==> src/rtl/bcd_scan_ctrl_if.sv <==
// Bundle carrying the load path in and the registered scan outputs back out.
// The scan controller takes the slave modport; its driver takes the master modport.
interface bcd_scan_ctrl_if #(
    parameter int NUM_DIGITS = 4
);
    logic                      load;
    logic [4*NUM_DIGITS-1:0]   digits_in;
    logic                      lz_blank_en;
    logic [3:0]                bcd_out;
    logic [NUM_DIGITS-1:0]     digit_en;
    logic                      frame_done;

    modport master (
        output load,
        output digits_in,
        output lz_blank_en,
        input  bcd_out,
        input  digit_en,
        input  frame_done
    );

    modport slave (
        input  load,
        input  digits_in,
        input  lz_blank_en,
        output bcd_out,
        output digit_en,
        output frame_done
    );
endinterface

==> src/rtl/bcd_scan_ctrl.sv <==
// Multiplexed scan of a packed BCD value onto a 4-bit bus with one-hot digit enables and an all-off guard between digits.
// Latency: outputs registered; a load reaches the display at the next frame boundary; first digit shows BLANK_CYCLES after reset.
// Backpressure: none; loads are always accepted, the last load in a frame wins and a load on the boundary cycle wins outright.
module bcd_scan_ctrl #(
    parameter int NUM_DIGITS   = 4,
    parameter int REFRESH_DIV  = 50000,
    parameter int BLANK_CYCLES = 16
) (
    input  logic            clk,
    input  logic            rst_n,
    bcd_scan_ctrl_if.slave  bus
);
    localparam int MAX_PH = (BLANK_CYCLES > REFRESH_DIV) ? BLANK_CYCLES : REFRESH_DIV;
    localparam int CNT_W  = $clog2(MAX_PH) + 1;
    localparam int IDX_W  = $clog2(NUM_DIGITS);
    localparam int VAL_W  = 4 * NUM_DIGITS;

    localparam logic [CNT_W-1:0] BLANK_LAST = CNT_W'(BLANK_CYCLES - 1);
    localparam logic [CNT_W-1:0] SHOW_LAST  = CNT_W'(REFRESH_DIV - 1);
    localparam logic [IDX_W-1:0] IDX_LAST   = IDX_W'(NUM_DIGITS - 1);

    generate
        if (NUM_DIGITS < 2 || NUM_DIGITS > 8) begin : g_bad_digits
            $error("bcd_scan_ctrl: NUM_DIGITS must be 2..8");
        end
        if (REFRESH_DIV < 1 || BLANK_CYCLES < 1) begin : g_bad_timing
            $error("bcd_scan_ctrl: REFRESH_DIV and BLANK_CYCLES must be >= 1");
        end
    endgenerate

    typedef enum logic {
        BLANK = 1'b0,
        SHOW  = 1'b1
    } state_t;

    state_t                 state_q, state_d;
    logic [IDX_W-1:0]       idx_q, idx_d;
    logic [CNT_W-1:0]       cnt_q, cnt_d;
    logic [VAL_W-1:0]       active_q, active_d;
    logic [VAL_W-1:0]       pending_q, pending_d;
    logic                   pend_vld_q, pend_vld_d;
    logic                   lz_q, lz_d;
    logic [3:0]             bcd_q, bcd_d;
    logic [NUM_DIGITS-1:0]  en_q, en_d;
    logic                   fd_q, fd_d;

    logic                   boundary;
    logic                   zero_run;
    logic [NUM_DIGITS-1:0]  blank_mask;
    logic [3:0]             nib_d;

    // Leading-zero mask depends only on the active value and the frame-latched enable,
    // so it holds steady for a whole frame. Digit 0 is never blanked.
    always_comb begin
        blank_mask = '0;
        zero_run   = 1'b1;
        for (int k = NUM_DIGITS - 1; k >= 1; k--) begin
            zero_run      = zero_run & (active_q[4*k +: 4] == 4'h0);
            blank_mask[k] = lz_q & zero_run;
        end
    end

    // Phase sequencing: BLANK(idx) -> SHOW(idx) -> BLANK(idx+1); the wrap out of the
    // last digit's SHOW is the frame boundary.
    always_comb begin
        state_d  = state_q;
        idx_d    = idx_q;
        cnt_d    = cnt_q + 1'b1;
        boundary = 1'b0;
        case (state_q)
            BLANK: begin
                if (cnt_q == BLANK_LAST) begin
                    state_d = SHOW;
                    cnt_d   = '0;
                end
            end
            SHOW: begin
                if (cnt_q == SHOW_LAST) begin
                    state_d = BLANK;
                    cnt_d   = '0;
                    if (idx_q == IDX_LAST) begin
                        idx_d    = '0;
                        boundary = 1'b1;
                    end else begin
                        idx_d = idx_q + 1'b1;
                    end
                end
            end
            default: begin
                state_d = BLANK;
                cnt_d   = '0;
                idx_d   = '0;
            end
        endcase
    end

    // Value path: updates land in the active register only on the boundary edge.
    always_comb begin
        active_d   = active_q;
        pending_d  = pending_q;
        pend_vld_d = pend_vld_q;
        lz_d       = lz_q;
        if (boundary) begin
            if (bus.load) begin
                active_d = bus.digits_in;
            end else if (pend_vld_q) begin
                active_d = pending_q;
            end
            pend_vld_d = 1'b0;
            lz_d       = bus.lz_blank_en;
        end else if (bus.load) begin
            pending_d  = bus.digits_in;
            pend_vld_d = 1'b1;
        end
    end

    // Outputs are computed from the next phase so the registered values line up with
    // the state they describe. Entering SHOW never coincides with an active update.
    always_comb begin
        nib_d = 4'hF;
        en_d  = '0;
        for (int k = 0; k < NUM_DIGITS; k++) begin
            if (IDX_W'(k) == idx_d) begin
                nib_d   = blank_mask[k] ? 4'hF : active_q[4*k +: 4];
                en_d[k] = (state_d == SHOW);
            end
        end
        bcd_d = (state_d == SHOW) ? nib_d : 4'hF;
        fd_d  = boundary;
    end

    always_ff @(posedge clk or negedge rst_n) begin
        if (!rst_n) begin
            state_q    <= BLANK;
            idx_q      <= '0;
            cnt_q      <= '0;
            active_q   <= '0;
            pending_q  <= '0;
            pend_vld_q <= 1'b0;
            lz_q       <= 1'b0;
            bcd_q      <= 4'hF;
            en_q       <= '0;
            fd_q       <= 1'b0;
        end else begin
            state_q    <= state_d;
            idx_q      <= idx_d;
            cnt_q      <= cnt_d;
            active_q   <= active_d;
            pending_q  <= pending_d;
            pend_vld_q <= pend_vld_d;
            lz_q       <= lz_d;
            bcd_q      <= bcd_d;
            en_q       <= en_d;
            fd_q       <= fd_d;
        end
    end

    assign bus.bcd_out    = bcd_q;
    assign bus.digit_en   = en_q;
    assign bus.frame_done = fd_q;

endmodule

==> src/flat_wrapper.sv <==
// flat-port wrapper written by rule: the top's interface ports become plain ports
module bcd_scan_ctrl_flat 
#(
    parameter int NUM_DIGITS   = 4,
    parameter int REFRESH_DIV  = 50000,
    parameter int BLANK_CYCLES = 16
)
  (clk, rst_n, bus_load, bus_digits_in, bus_lz_blank_en, bus_bcd_out, bus_digit_en, bus_frame_done);
  bcd_scan_ctrl_if #(.NUM_DIGITS(NUM_DIGITS)) bus_i ();
  input  logic clk;
  input  logic rst_n;
  input wire logic [$bits(bus_i.load)-1:0] bus_load;
  input wire logic [$bits(bus_i.digits_in)-1:0] bus_digits_in;
  input wire logic [$bits(bus_i.lz_blank_en)-1:0] bus_lz_blank_en;
  output wire logic [$bits(bus_i.bcd_out)-1:0] bus_bcd_out;
  output wire logic [$bits(bus_i.digit_en)-1:0] bus_digit_en;
  output wire logic [$bits(bus_i.frame_done)-1:0] bus_frame_done;
  assign bus_i.load = bus_load;
  assign bus_i.digits_in = bus_digits_in;
  assign bus_i.lz_blank_en = bus_lz_blank_en;
  assign bus_bcd_out = bus_i.bcd_out;
  assign bus_digit_en = bus_i.digit_en;
  assign bus_frame_done = bus_i.frame_done;
  bcd_scan_ctrl #(.NUM_DIGITS(NUM_DIGITS), .REFRESH_DIV(REFRESH_DIV), .BLANK_CYCLES(BLANK_CYCLES)) u_core (.clk(clk), .rst_n(rst_n), .bus(bus_i));
endmodule
==> config.mk <==
export PLATFORM = sky130hd
export DESIGN_NAME = bcd_scan_ctrl_flat
export DESIGN_NICKNAME = d
export VERILOG_FILES = /design/src/rtl/bcd_scan_ctrl_if.sv /design/src/rtl/bcd_scan_ctrl.sv /design/src/flat_wrapper.sv
export SDC_FILE = /design/constraint.sdc
export NUM_CORES = 1
export LEC_CHECK = 0
export CELL_PAD_IN_SITES_DETAIL_PLACEMENT = 1
export CELL_PAD_IN_SITES_GLOBAL_PLACEMENT = 2
export CORE_MARGIN = 2
export CORE_UTILIZATION = 30
export CTS_CLUSTER_DIAMETER = 200
export DETAILED_ROUTE_END_ITERATION = 8
export HOLD_SLACK_MARGIN = 0.05
export PLACE_DENSITY_LB_ADDON = 0.1
export RECOVER_POWER = 25
export SLEW_MARGIN = 15
export SYNTH_ARGS = -nofsm -noshare
export SYNTH_HDL_FRONTEND = slang
export SYNTH_SLANG_ARGS = --single-unit
==> constraint.sdc <==
create_clock -name clk -period 2.82 [get_ports clk]
set_clock_uncertainty 0.1 [all_clocks]
set_input_delay 0.564 -clock clk [delete_from_list [all_inputs] [get_ports clk]]
set_output_delay 0.564 -clock clk [all_outputs]
set_load 0.02 [all_outputs]
==> results of run 1 <==
-- critical path, delay by kind of cell (launching register included) --
kind,cells,cell delay (ns)
DFF,1,0.40
and+or+nand+nor,4,1.00
adders and majority gates,1,0.28
AOI/OAI and AO/OA,2,0.71
-- flip-flops by register name, summed over array words and instances, names as in the netlist --
| signal | flops |
|---|---|
| u_core.active_q | 16 |
| u_core.bus.bcd_out | 4 |
| u_core.bus.digit_en | 4 |
| u_core.bus.frame_done | 1 |
| u_core.cnt_q | 17 |
| u_core.idx_q | 2 |
| u_core.lz_q | 1 |
| u_core.pend_vld_q | 1 |
| u_core.pending_q | 16 |
| u_core.state_q | 1 |
-- layout by cell type (no fill, tap or decap), types with 2 or more instances in the layout --
cell type,instances
dfrtp_1,59
nor2_1,37
clkdlybuf4s50_1,27
a21oi_1,22
mux2_2,17
mux2i_1,16
clkbuf_8,13
nand2_1,12
nor3_1,8
xor2_1,8
and3_1,7
buf_4,7
nand3_1,6
xnor2_1,6
or3_1,4
inv_1,4
nand4_1,4
dfstp_2,4
and2_1,3
clkbuf_1,3
nor4_2,2
o21ai_0,2
or4_1,2
a211o_1,2
a31oi_1,2
ha_1,2
-- power by group through the flow --
stage               Sequential [W]  Combinational, W  Clock, W
floorplan                 0.000952         0.0000560         0
global placement          0.000954          0.000121         0
detailed placement        0.000954          0.000121         0
CTS                       0.000938          0.000122  0.000783
global route              0.000940          0.000129  0.000819
finish                    0.000938          0.000114  0.000742
-- how the worst max path moves through the flow --
| stage | start | end | depth (start not counted) |
|---|---|---|---|
| 6_report | u_core.cnt_q[0] | u_core.bus.bcd_out[0] | 7 |
| 3_5_place_dp | u_core.cnt_q[0] | u_core.bus.bcd_out[0] | 7 |
| 2_1_floorplan | u_core.cnt_q[0] | u_core.bus.bcd_out[1] | 8 |
| 4_1_cts | u_core.cnt_q[0] | u_core.bus.bcd_out[0] | 7 |
| 3_3_place_gp | u_core.cnt_q[7] | u_core.bus.bcd_out[1] | 7 |
| 5_1_grt | u_core.cnt_q[0] | u_core.bus.bcd_out[0] | 7 |
-- cell type report --
type | instances | area, µm²
Inverter | 4 | 15.0
Tap cell | 129 | 161
Fill cell | 1059 | 5750
Sequential cell | 63 | 1580
Multi-Input combinational cell | 182 | 1250
Clock buffer | 16 | 190
Timing Repair Buffer | 36 | 333
-- metal layers --
metal	track usage (%)	wire (µm)
met1	17.4	2920
met3	3.69	210
met5	0	0
met2	24.2	3290
met4	5.23	116
-- stage by stage --
step	area, µm²	power [W]
6_report	3540	0.00179
5_1_grt	3540	0.00189
4_1_cts	3550	0.00184
3_5_place_dp	3360	0.00108
3_3_place_gp	3360	0.00107
2_1_floorplan	2890	0.00101
-- logic make-up after synthesis --
kind of cell | Yosys count | share of synthesized area, %
flops | 63 | 54.8
compound gates | 36 | 7.63
fa+ha+maj | 2 | 0.867
buf+inv | 13 | 2.04
mux | 34 | 12.7
xor+xnor | 14 | 4.25
simple gates | 96 | 17.8
==> results.txt, run 1 <==
Status -> finished with violations
Failing checks -> capacitance limit, slew limit
Clock Path Buffers -> 2
Leakage -> 1.61 nW
Max-cap check violation count -> 1
RSZ-0062 raised after global routing -> no
Post-synth top area cell -> dfrtp_1
Synth Warn # -> 0
Worst setup SP type -> flip-flop
Hold Fails Final Rpt -> 0
Pre-CTS WS -> 0.289 ns
Most frequent cell after synthesis -> dfrtp_1
Die area -> 0.0104 mm²
Post-CTS setup buffers -> 0
Synth Instances -> 258
HP Start -> u_core.cnt_q[16]
Slew headroom -> -3.94%
Drc violations -> 0
Sw Ratio -> 21.6%
Hold WS -> 0.402 ns
R2r startpoint -> u_core.cnt_q[0]
Setup TNS -> 0 ns
CP max stage delay -> 0.40 ns
EDFF count, synth -> 0
Number of global-route vias before repair -> 2122
Final Net Count -> 318
Final Core Density -> 38.1%
Reg2reg setup slack -> 0.24 ns
Area growth, synth to finish -> 22.5%
Final Non-Filler Cells -> 430
Worst-path clk slew -> 0.06 ns
Most area-consuming cells after synthesis -> dfrtp_1 51%, mux2_2 6.6%, mux2i_1 5.5%
Most instantiated cells after synthesis -> 59 x dfrtp_1, 37 x nor2_1, 22 x a21oi_1
Wire length per cell -> 15.2 µm
Avg Cell Area, Syn -> 11.2 µm²
Drt via density -> 4.72
Worst-Margin Slew -> 1.56 ns
Ports -> 29
Vias after detailed routing -> 2029
Register bit total from synthesis -> 63
Hold path depth -> 1
Crit Path Max Fanout -> 10
Comb pwr share -> 6.4%
Min-Delay Path Class -> flip-flop to flip-flop
Final worst slack -> 0.245 ns
Fmax -> 0.388 GHz
Antenna viol nets, final -> 0
Largest net degree at the start of global routing -> 64
CTS tree -> done
Rows -> 35
Critical Path, Cell by Cell -> ha_1 > and3_1 > nand3_2 > o21ai_0 > and2_1 > nor3_1 > a2111o_1
Core area -> 0.00928 mm²
Worst path required time -> 2.97 ns
# hold bufs at CTS -> 0
CP Capture Type -> flip-flop
Chip Height -> 102 µm
Clock sinks -> 63
Die width -> 102 µm
Root Driver -> clkbuf_8
Area of the mapped netlist -> 0.00289 mm²
Drt total wl -> 6.53 mm
Antenna violations before repair -> 0
Synth unique cells -> 45
Max Slew Vio Count -> 64
CP arrival -> 2.73 ns
Net Switching -> 0.000387 W
Cell internal pwr -> 0.00141 W
VDD IR max -> 0.220 mV
Gpl congestion -> 0.778
Number of clock buffers inserted by TritonCTS -> 9
TritonRoute pass-1 iters -> 4
Clk_lat worst skew -> 0.34 ns
Power Dens Cells -> 507 mW/mm²
Flop pwr share -> 52.3%
Fin crit period -> 2.58 ns
Endpoints failing setup -> 0
Input/output buffers -> 28
CP Class -> flip-flop to flip-flop
Yosys top cell area share -> 51.1%
Sequential share of the synthesized area -> 54.8%
GRT Resource Usage Total -> 14.2%
Post-synthesis net count -> 280
Initial Utilization -> 31.1%
Total congestion overflow -> 0
Post-route clock period utilization -> 91.3%
Iteration-0 DRC Markers -> 90
Worst r2r dst -> u_core.bus.bcd_out[0]
Post-CTS sizing -> 0
First-pass GRT wire length -> 11.1 mm
Clk pwr share -> 41.3%
Fraction of layout cells with a size suffix above 1 -> 16.9%
Worst Hold End -> u_core.cnt_q[16]
Worst r2r path cells -> 7
Antenna diodes -> 0
Crit-path slowest cell -> dfrtp_1
DP Wirelength -> 4.80 mm
Synth Flop Type -> dfrtp_1
Placed insts -> 414
Htree depth -> 3
FFs w/ async S/R, synth -> 100%
(Power assumes the default switching activity.)
==> run 2, diff against run 1 <==
==> constraint.sdc (replaced) <==
create_clock -name clk -period 2.9 [get_ports clk]
set_clock_uncertainty 0.1 [all_clocks]
set_input_delay 0.435 -clock clk [delete_from_list [all_inputs] [get_ports clk]]
set_output_delay 0.435 -clock clk [all_outputs]
set_load 0.02 [all_outputs]
==> run 2 against run 1 <==
  * The flow still finishes with violations (capacitance limit, slew limit)
  * Sequential power fell by 2.8%
  * Count of clock-buffer cells in the layout fell by 2
  * Register-to-register slack improved by 0.07 ns
  * Hold slack got worse by 0.0070 ns
  * Critical path depth did not move
  * Non-clock buffer count fell by 1
  * Sequential share of layout area rose by 0.30 points
  * Critical endpoint unchanged
  * Largest power group unchanged
  * Highest routed layer unchanged
==> results.txt, run 2 (synthesis gave the netlist of run 1 again) <==
Status -> finished with violations (unchanged)
Failing checks -> capacitance limit, slew limit (unchanged)
VDD IR max -> 0.154 mV (was 0.220 mV)
Biggest register -> u_core.cnt_q (unchanged)
Worst setup SP type -> flip-flop (unchanged)
Top flop regs -> u_core.cnt_q x17, u_core.active_q x16, u_core.pending_q x16 (unchanged)
Largest net degree at the start of global routing -> 64 (unchanged)
Fillers -> 1054 (was 1059)
Clock sinks -> 63 (unchanged)
Gpl congestion -> 0.810 (was 0.778)
Max FFs per register -> 17 (unchanged)
Most common cell after layout, fill and taps aside -> dfrtp_1 (unchanged)
Clock Path Buffers -> 2 (unchanged)
CP Capture Type -> flip-flop (unchanged)
Power Dens Cells -> 479 mW/mm² (was 507 mW/mm²)
Total congestion overflow -> 0 (unchanged)
Worst-path clk slew -> 0.07 ns (was 0.06 ns)
Footprint of the multi-input gates -> 0.00126 mm² (was 0.00125 mm²)
Vias after detailed routing -> 2023 (was 2029)
RSZ-0062 raised after global routing -> no (unchanged)
Root Driver -> clkbuf_8 (unchanged)
Final Core Density -> 37.8% (was 38.1%)
Fraction of layout cells with a size suffix above 1 -> 16.0% (was 16.9%)
Top library cells by usage in the layout, fill and taps aside -> 59 x dfrtp_1, 37 x nor2_1, 27 x clkdlybuf4s50_1 (unchanged)
Hold Fails Final Rpt -> 0 (unchanged)
Worst-Margin Slew -> 1.59 ns (was 1.56 ns)
Drc violations -> 0 (unchanged)
Ports -> 29 (unchanged)
Drt total wl -> 6.58 mm (was 6.53 mm)
Rows -> 35 (unchanged)
CTS tree -> done (unchanged)
Htree depth -> 3 (unchanged)
Number of global-route vias before repair -> 2114 (was 2122)
Crit Path Max Fanout -> 10 (unchanged)
CP arrival -> 2.74 ns (was 2.73 ns)
Max-cap check violation count -> 1 (unchanged)
Post-route clock period utilization -> 89.1% (was 91.3%)
Wire length per cell -> 15.3 µm (was 15.2 µm)
Post-CTS setup buffers -> 0 (unchanged)
Leakage -> 1.60 nW (was 1.61 nW)
Iteration-0 DRC Markers -> 59 (was 90)
Number of clock buffers inserted by TritonCTS -> 9 (unchanged)
Drt via density -> 4.72 (about the same)
GRT Resource Usage Total -> 14.3% (was 14.2%)
Clk_lat worst skew -> 0.34 ns (about the same)
Worst path required time -> 3.06 ns (was 2.97 ns)
Placed cell areas -> 0.00335 mm² (was 0.00336 mm²)
Setup TNS -> 0 ns (unchanged)
Final Cell Area -> 0.00351 mm² (was 0.00354 mm²)
DP Wirelength -> 4.63 mm (was 4.80 mm)
First-pass GRT wire length -> 11.2 mm (was 11.1 mm)
Min-Delay Path Class -> flip-flop to flip-flop (unchanged)
Final Net Count -> 317 (was 318)
Antenna diodes -> 0 (unchanged)
Input/output buffers -> 28 (unchanged)
Fmax -> 0.387 GHz (was 0.388 GHz)
TritonRoute pass-1 iters -> 4 (unchanged)
Antenna viol nets, final -> 0 (unchanged)
Hold path depth -> 1 (unchanged)
CP Class -> flip-flop to flip-flop (unchanged)
Core area -> 0.00928 mm² (unchanged)
Die area -> 0.0104 mm² (unchanged)
Die width -> 102 µm (unchanged)
Chip Height -> 102 µm (unchanged)
Endpoints failing setup -> 0 (unchanged)
Worst r2r path cells -> 7 (unchanged)
Max Slew Vio Count -> 64 (unchanged)
Initial Utilization -> 31.1% (unchanged)
Register area -> 0.00158 mm² (unchanged)
Fin crit period -> 2.58 ns (about the same)
Area growth, synth to finish -> 21.7% (was 22.5%)
Slew headroom -> -6.14% (was -3.94%)
Antenna violations before repair -> 0 (unchanged)
-- run 2: per-stage QoR --
step / setup slack, ns / power, W / hold WS (ns) / instances
5_1_grt: 0.0118 / 0.00177 / 0.412 / 429
4_1_cts: 0.248 / 0.00172 / 0.397 / 429
2_1_floorplan: 0.578 / 0.000980 / 0.0394 / 258
3_3_place_gp: 0.351 / 0.00104 / 0.380 / 412
6_report: 0.315 / 0.00168 / 0.395 / 429
3_5_place_dp: 0.276 / 0.00105 / 0.380 / 412
-- run 2: path summary, 6_finish.rpt --
kind                                  start               endpoint  slack, ns
max                         u_core.cnt_q[0]  u_core.bus.bcd_out[0]       0.32
min in group asynchronous             rst_n        u_core.cnt_q[5]       1.02
max reg2reg                 u_core.cnt_q[0]  u_core.bus.bcd_out[0]       0.32
min reg2reg                u_core.cnt_q[16]       u_core.cnt_q[16]       0.39
min                        u_core.cnt_q[16]       u_core.cnt_q[16]       0.39
max in group asynchronous             rst_n     u_core.active_q[9]       0.72
-- run 2: per-layer routing --
metal  share of wire (%)  global-route usage, %  vias up
met5                   0                      0        -
met4                 1.9                   5.23        0
met3                 3.0                   3.97       12
met2                  48                   22.8       26
met1                  47                   18.7      998
li1                    -                      -      987
-- run 2: final cells by class --
type	instances	area share [%]
well taps	129	4.60
inverters	4	0.428
flip-flops and latches	63	45.0
clock inverters	2	0.285
clock buffers	14	4.35
repair buffers	35	9.33
multi-input cells	182	36.0
-- run 2: power breakdown --
group	switching, W	internal, W
Sequential	0.00000973	0.000902
Combinational	0.0000511	0.0000602
Clock	0.000328	0.000332
Total	0.000388	0.00129
-- run 2: worst max-delay path: stages (launching register included) --
cell and delay, ns:
dfrtp_1 0.41, ha_1 0.26, and3_1 0.27, nand3_2 0.22
o21ai_0 0.39, and2_1 0.40, nor3_1 0.09, a2111o_1 0.35
-- run 2: repair_timing --
| item | in CTS | in global routing |
|---|---|---|
| endpoints found under the setup margin | 0 | 1 |
| resized for setup | 0 | 1 |
| endpoints found under the hold margin | 59 | 0 |
| hold buffers | 1 | 0 |
==> run 3, diff against run 2 <==
--- a/config.mk
+++ b/config.mk
@@ -7,8 +7,10 @@
 export LEC_CHECK = 0
 export CELL_PAD_IN_SITES_DETAIL_PLACEMENT = 1
 export CELL_PAD_IN_SITES_GLOBAL_PLACEMENT = 2
+export CORE_ASPECT_RATIO = 0.6
 export CORE_MARGIN = 2
 export CORE_UTILIZATION = 30
+export CTS_BUF_LIST = sky130_fd_sc_hd__clkbuf_8 sky130_fd_sc_hd__clkbuf_16
 export CTS_CLUSTER_DIAMETER = 200
 export DETAILED_ROUTE_END_ITERATION = 8
 export HOLD_SLACK_MARGIN = 0.05
@@ -18,3 +20,4 @@
 export SYNTH_ARGS = -nofsm -noshare
 export SYNTH_HDL_FRONTEND = slang
 export SYNTH_SLANG_ARGS = --single-unit
+export TNS_END_PERCENT = 20
==> run 3 against run 2 <==
  * Via count rose by 0.59%
  * Flip-flop and latch count did not move
  * Core utilization rose by 1.5 points
  * The run now ends clean
  * Critical path type unchanged
  * Worst setup slack got worse by 0.034 ns
  * Highest routed layer unchanged
==> results.txt, run 3 (synthesis gave the netlist of run 1 again) <==
DP Wirelength -> 5.19 mm (was 4.63 mm)
Input/output buffers -> 28 (unchanged)
Setup TNS -> 0 ns (unchanged)
Drt total wl -> 6.95 mm (was 6.58 mm)
Max Slew Vio Count -> 0 (was 64)
Flop pwr share -> 45.7% (was 54.2%)
GRT Resource Usage Total -> 15.0% (was 14.3%)
Most common cell after layout, fill and taps aside -> dfrtp_1 (unchanged)
Root Driver -> clkbuf_16 (was clkbuf_8)
Net Switching -> 0.000421 W (was 0.000388 W)
Comb pwr share -> 5.8% (was 6.6%)
# hold bufs at CTS -> 1 (unchanged)
Worst-Margin Slew -> 0.817 ns (was 1.59 ns)
Reg2reg setup slack -> 0.28 ns (was 0.32 ns)
Ports -> 29 (unchanged)
Final Net Count -> 321 (was 317)
Htree depth -> 3 (unchanged)
Core area -> 0.00926 mm² (was 0.00928 mm²)
Power Dens Cells -> 549 mW/mm² (was 479 mW/mm²)
Post-CTS sizing -> 0 (unchanged)
Top library cells by usage in the layout, fill and taps aside -> 59 x dfrtp_1, 37 x nor2_1, 27 x clkdlybuf4s50_1 (unchanged)
Fillers -> 1023 (was 1054)
Fraction of layout cells with a size suffix above 1 -> 16.4% (was 16.0%)
Max-cap check violation count -> 0 (was 1)
Status -> finished, final reports clean (was finished with violations)
Chip Height -> 80.0 µm (was 102 µm)
Crit path to -> u_core.bus.bcd_out[0] (unchanged)
CP Class -> flip-flop to flip-flop (unchanged)
CP Capture Type -> flip-flop (unchanged)
Min-Delay Path Class -> flip-flop to flip-flop (unchanged)
CP arrival -> 2.76 ns (was 2.74 ns)
Antenna diodes -> 0 (unchanged)
TritonRoute pass-1 iters -> 4 (unchanged)
Clk_lat worst skew -> 0.32 ns (was 0.34 ns)
Worst setup SP type -> flip-flop (unchanged)
Die area -> 0.0104 mm² (about the same)
First-pass GRT wire length -> 11.7 mm (was 11.2 mm)
Biggest register -> u_core.cnt_q (unchanged)
Die width -> 131 µm (was 102 µm)
Fin crit period -> 2.62 ns (was 2.58 ns)
Number of global-route vias before repair -> 2106 (was 2114)
Worst path required time -> 3.04 ns (was 3.06 ns)
Setup crit start -> u_core.cnt_q[6] (was u_core.cnt_q[0])
Fmax -> 0.382 GHz (was 0.387 GHz)
Clk pwr share -> 48.4% (was 39.2%)
Post-route clock period utilization -> 90.3% (was 89.1%)
Number of clock buffers inserted by TritonCTS -> 9 (unchanged)
Antenna violations before repair -> 0 (unchanged)
Vias after detailed routing -> 2035 (was 2023)
Post-CTS setup buffers -> 0 (unchanged)
VDD IR max -> 0.270 mV (was 0.154 mV)
Rows -> 27 (was 35)
Placed cell areas -> 0.00336 mm² (was 0.00335 mm²)
Leakage -> 1.67 nW (was 1.60 nW)
Endpoints failing setup -> 0 (unchanged)
Largest net degree at the start of global routing -> 33 (was 64)
R2r startpoint -> u_core.cnt_q[6] (was u_core.cnt_q[0])
Gpl congestion -> 0.799 (was 0.810)
Area growth, synth to finish -> 26.1% (was 21.7%)
Hold Fails Final Rpt -> 0 (unchanged)
Sw Ratio -> 21.1% (was 23.1%)
Worst-path clk slew -> 0.05 ns (was 0.07 ns)
CTS tree -> done (unchanged)
Cell internal pwr -> 0.00158 W (was 0.00129 W)
Iteration-0 DRC Markers -> 89 (was 59)
Clock Path Buffers -> 2 (unchanged)
Total power draw -> 0.00200 W (was 0.00168 W)
Top flop regs -> u_core.cnt_q x17, u_core.active_q x16, u_core.pending_q x16 (unchanged)
Clock sinks -> 63 (unchanged)
Antenna viol nets, final -> 0 (unchanged)
Max FFs per register -> 17 (unchanged)
Worst r2r dst -> u_core.bus.bcd_out[0] (unchanged)
Wire length per cell -> 16.0 µm (was 15.3 µm)
RSZ-0062 raised after global routing -> no (unchanged)
Worst r2r path cells -> 7 (unchanged)
Crit Path Max Fanout -> 8 (was 10)
Drc violations -> 0 (unchanged)
Initial Utilization -> 31.2% (was 31.1%)
Drt via density -> 4.69 (was 4.72)
Total congestion overflow -> 0 (unchanged)
Slew headroom -> 45.5% (was -6.14%)
Final Cell Area -> 0.00364 mm² (was 0.00351 mm²)
[run 3: changes by cell type in the layout (fill, tap and decap cells not counted)]
| cell | before | now |
|---|---|---|
| clkinv_2 | 2 | 1 |
| buf_4 | 5 | 8 |
| mux2i_2 | 0 | 1 |
| clkbuf_16 | 0 | 9 |
| buf_2 | 1 | 0 |
| clkbuf_1 | 4 | 2 |
| inv_1 | 4 | 8 |
| clkbuf_8 | 10 | 2 |
| mux2i_4 | 1 | 0 |
[run 3: per-stage QoR]
step	hold WS [ns]	std cells	worst slack, ns	util, %
CTS	0.405	434	0.279	39.4
floorplan	0.0394	258	0.578	-
global placement	0.253	417	0.369	36.3
global route	0.423	434	0.0962	39.3
finish	0.403	434	0.282	39.3
detailed placement	0.258	417	0.307	36.3
[run 3: critical path, stage by stage, from the launching register on]
cell and delay (ns):
dfrtp_1 0.48, nand2_2 0.08, or3_1 0.55, nor2_8 0.19, mux2i_2 0.45, inv_1 0.17, o311a_1 0.14, a2111o_1 0.39
[run 3: layout make-up]
cell class                      count  area, µm²  area share [%]
Inverter                            4       15.0           0.413
Clock inverter                      5       20.0           0.550
Sequential cell                    63       1580            43.5
Tap cell                          130        163            4.47
Timing Repair Buffer               39        353            9.69
Clock buffer                       11        253            6.94
Multi-Input combinational cell    182       1250            34.5
[run 3: worst min path at each step]
stage | from | endpoint | slack, ns | cells past startpoint
after CTS | u_core.pending_q[15] | u_core.pending_q[15] | 0.40 | 1
after detailed placement | rst_n | u_core.cnt_q[3] | 0.26 | 1
after floorplan | rst_n | u_core.active_q[0] | 0.04 | 0
after global routing | u_core.pending_q[7] | u_core.pending_q[7] | 0.42 | 1
final | u_core.pending_q[6] | u_core.pending_q[6] | 0.40 | 1
after global placement | rst_n | u_core.cnt_q[3] | 0.25 | 1
[run 3: routing by layer]
metal / vias up / global-route usage [%] / share of wire (%)
met4: 0 / 3.51 / 0.68
met2: 31 / 17.7 / 36
met3: 4 / 4.62 / 3.8
met1: 999 / 24.9 / 60
li1: 1001 / - / -
met5: - / 0 / 0
[run 3: power groups by stage]
stage               Clock (W)  Combinational (W)  Sequential [W]
floorplan                   0          0.0000545        0.000926
global placement            0           0.000118        0.000927
detailed placement          0           0.000119        0.000929
CTS                  0.000998           0.000121        0.000913
global route          0.00104           0.000131        0.000917
finish               0.000968           0.000116        0.000913
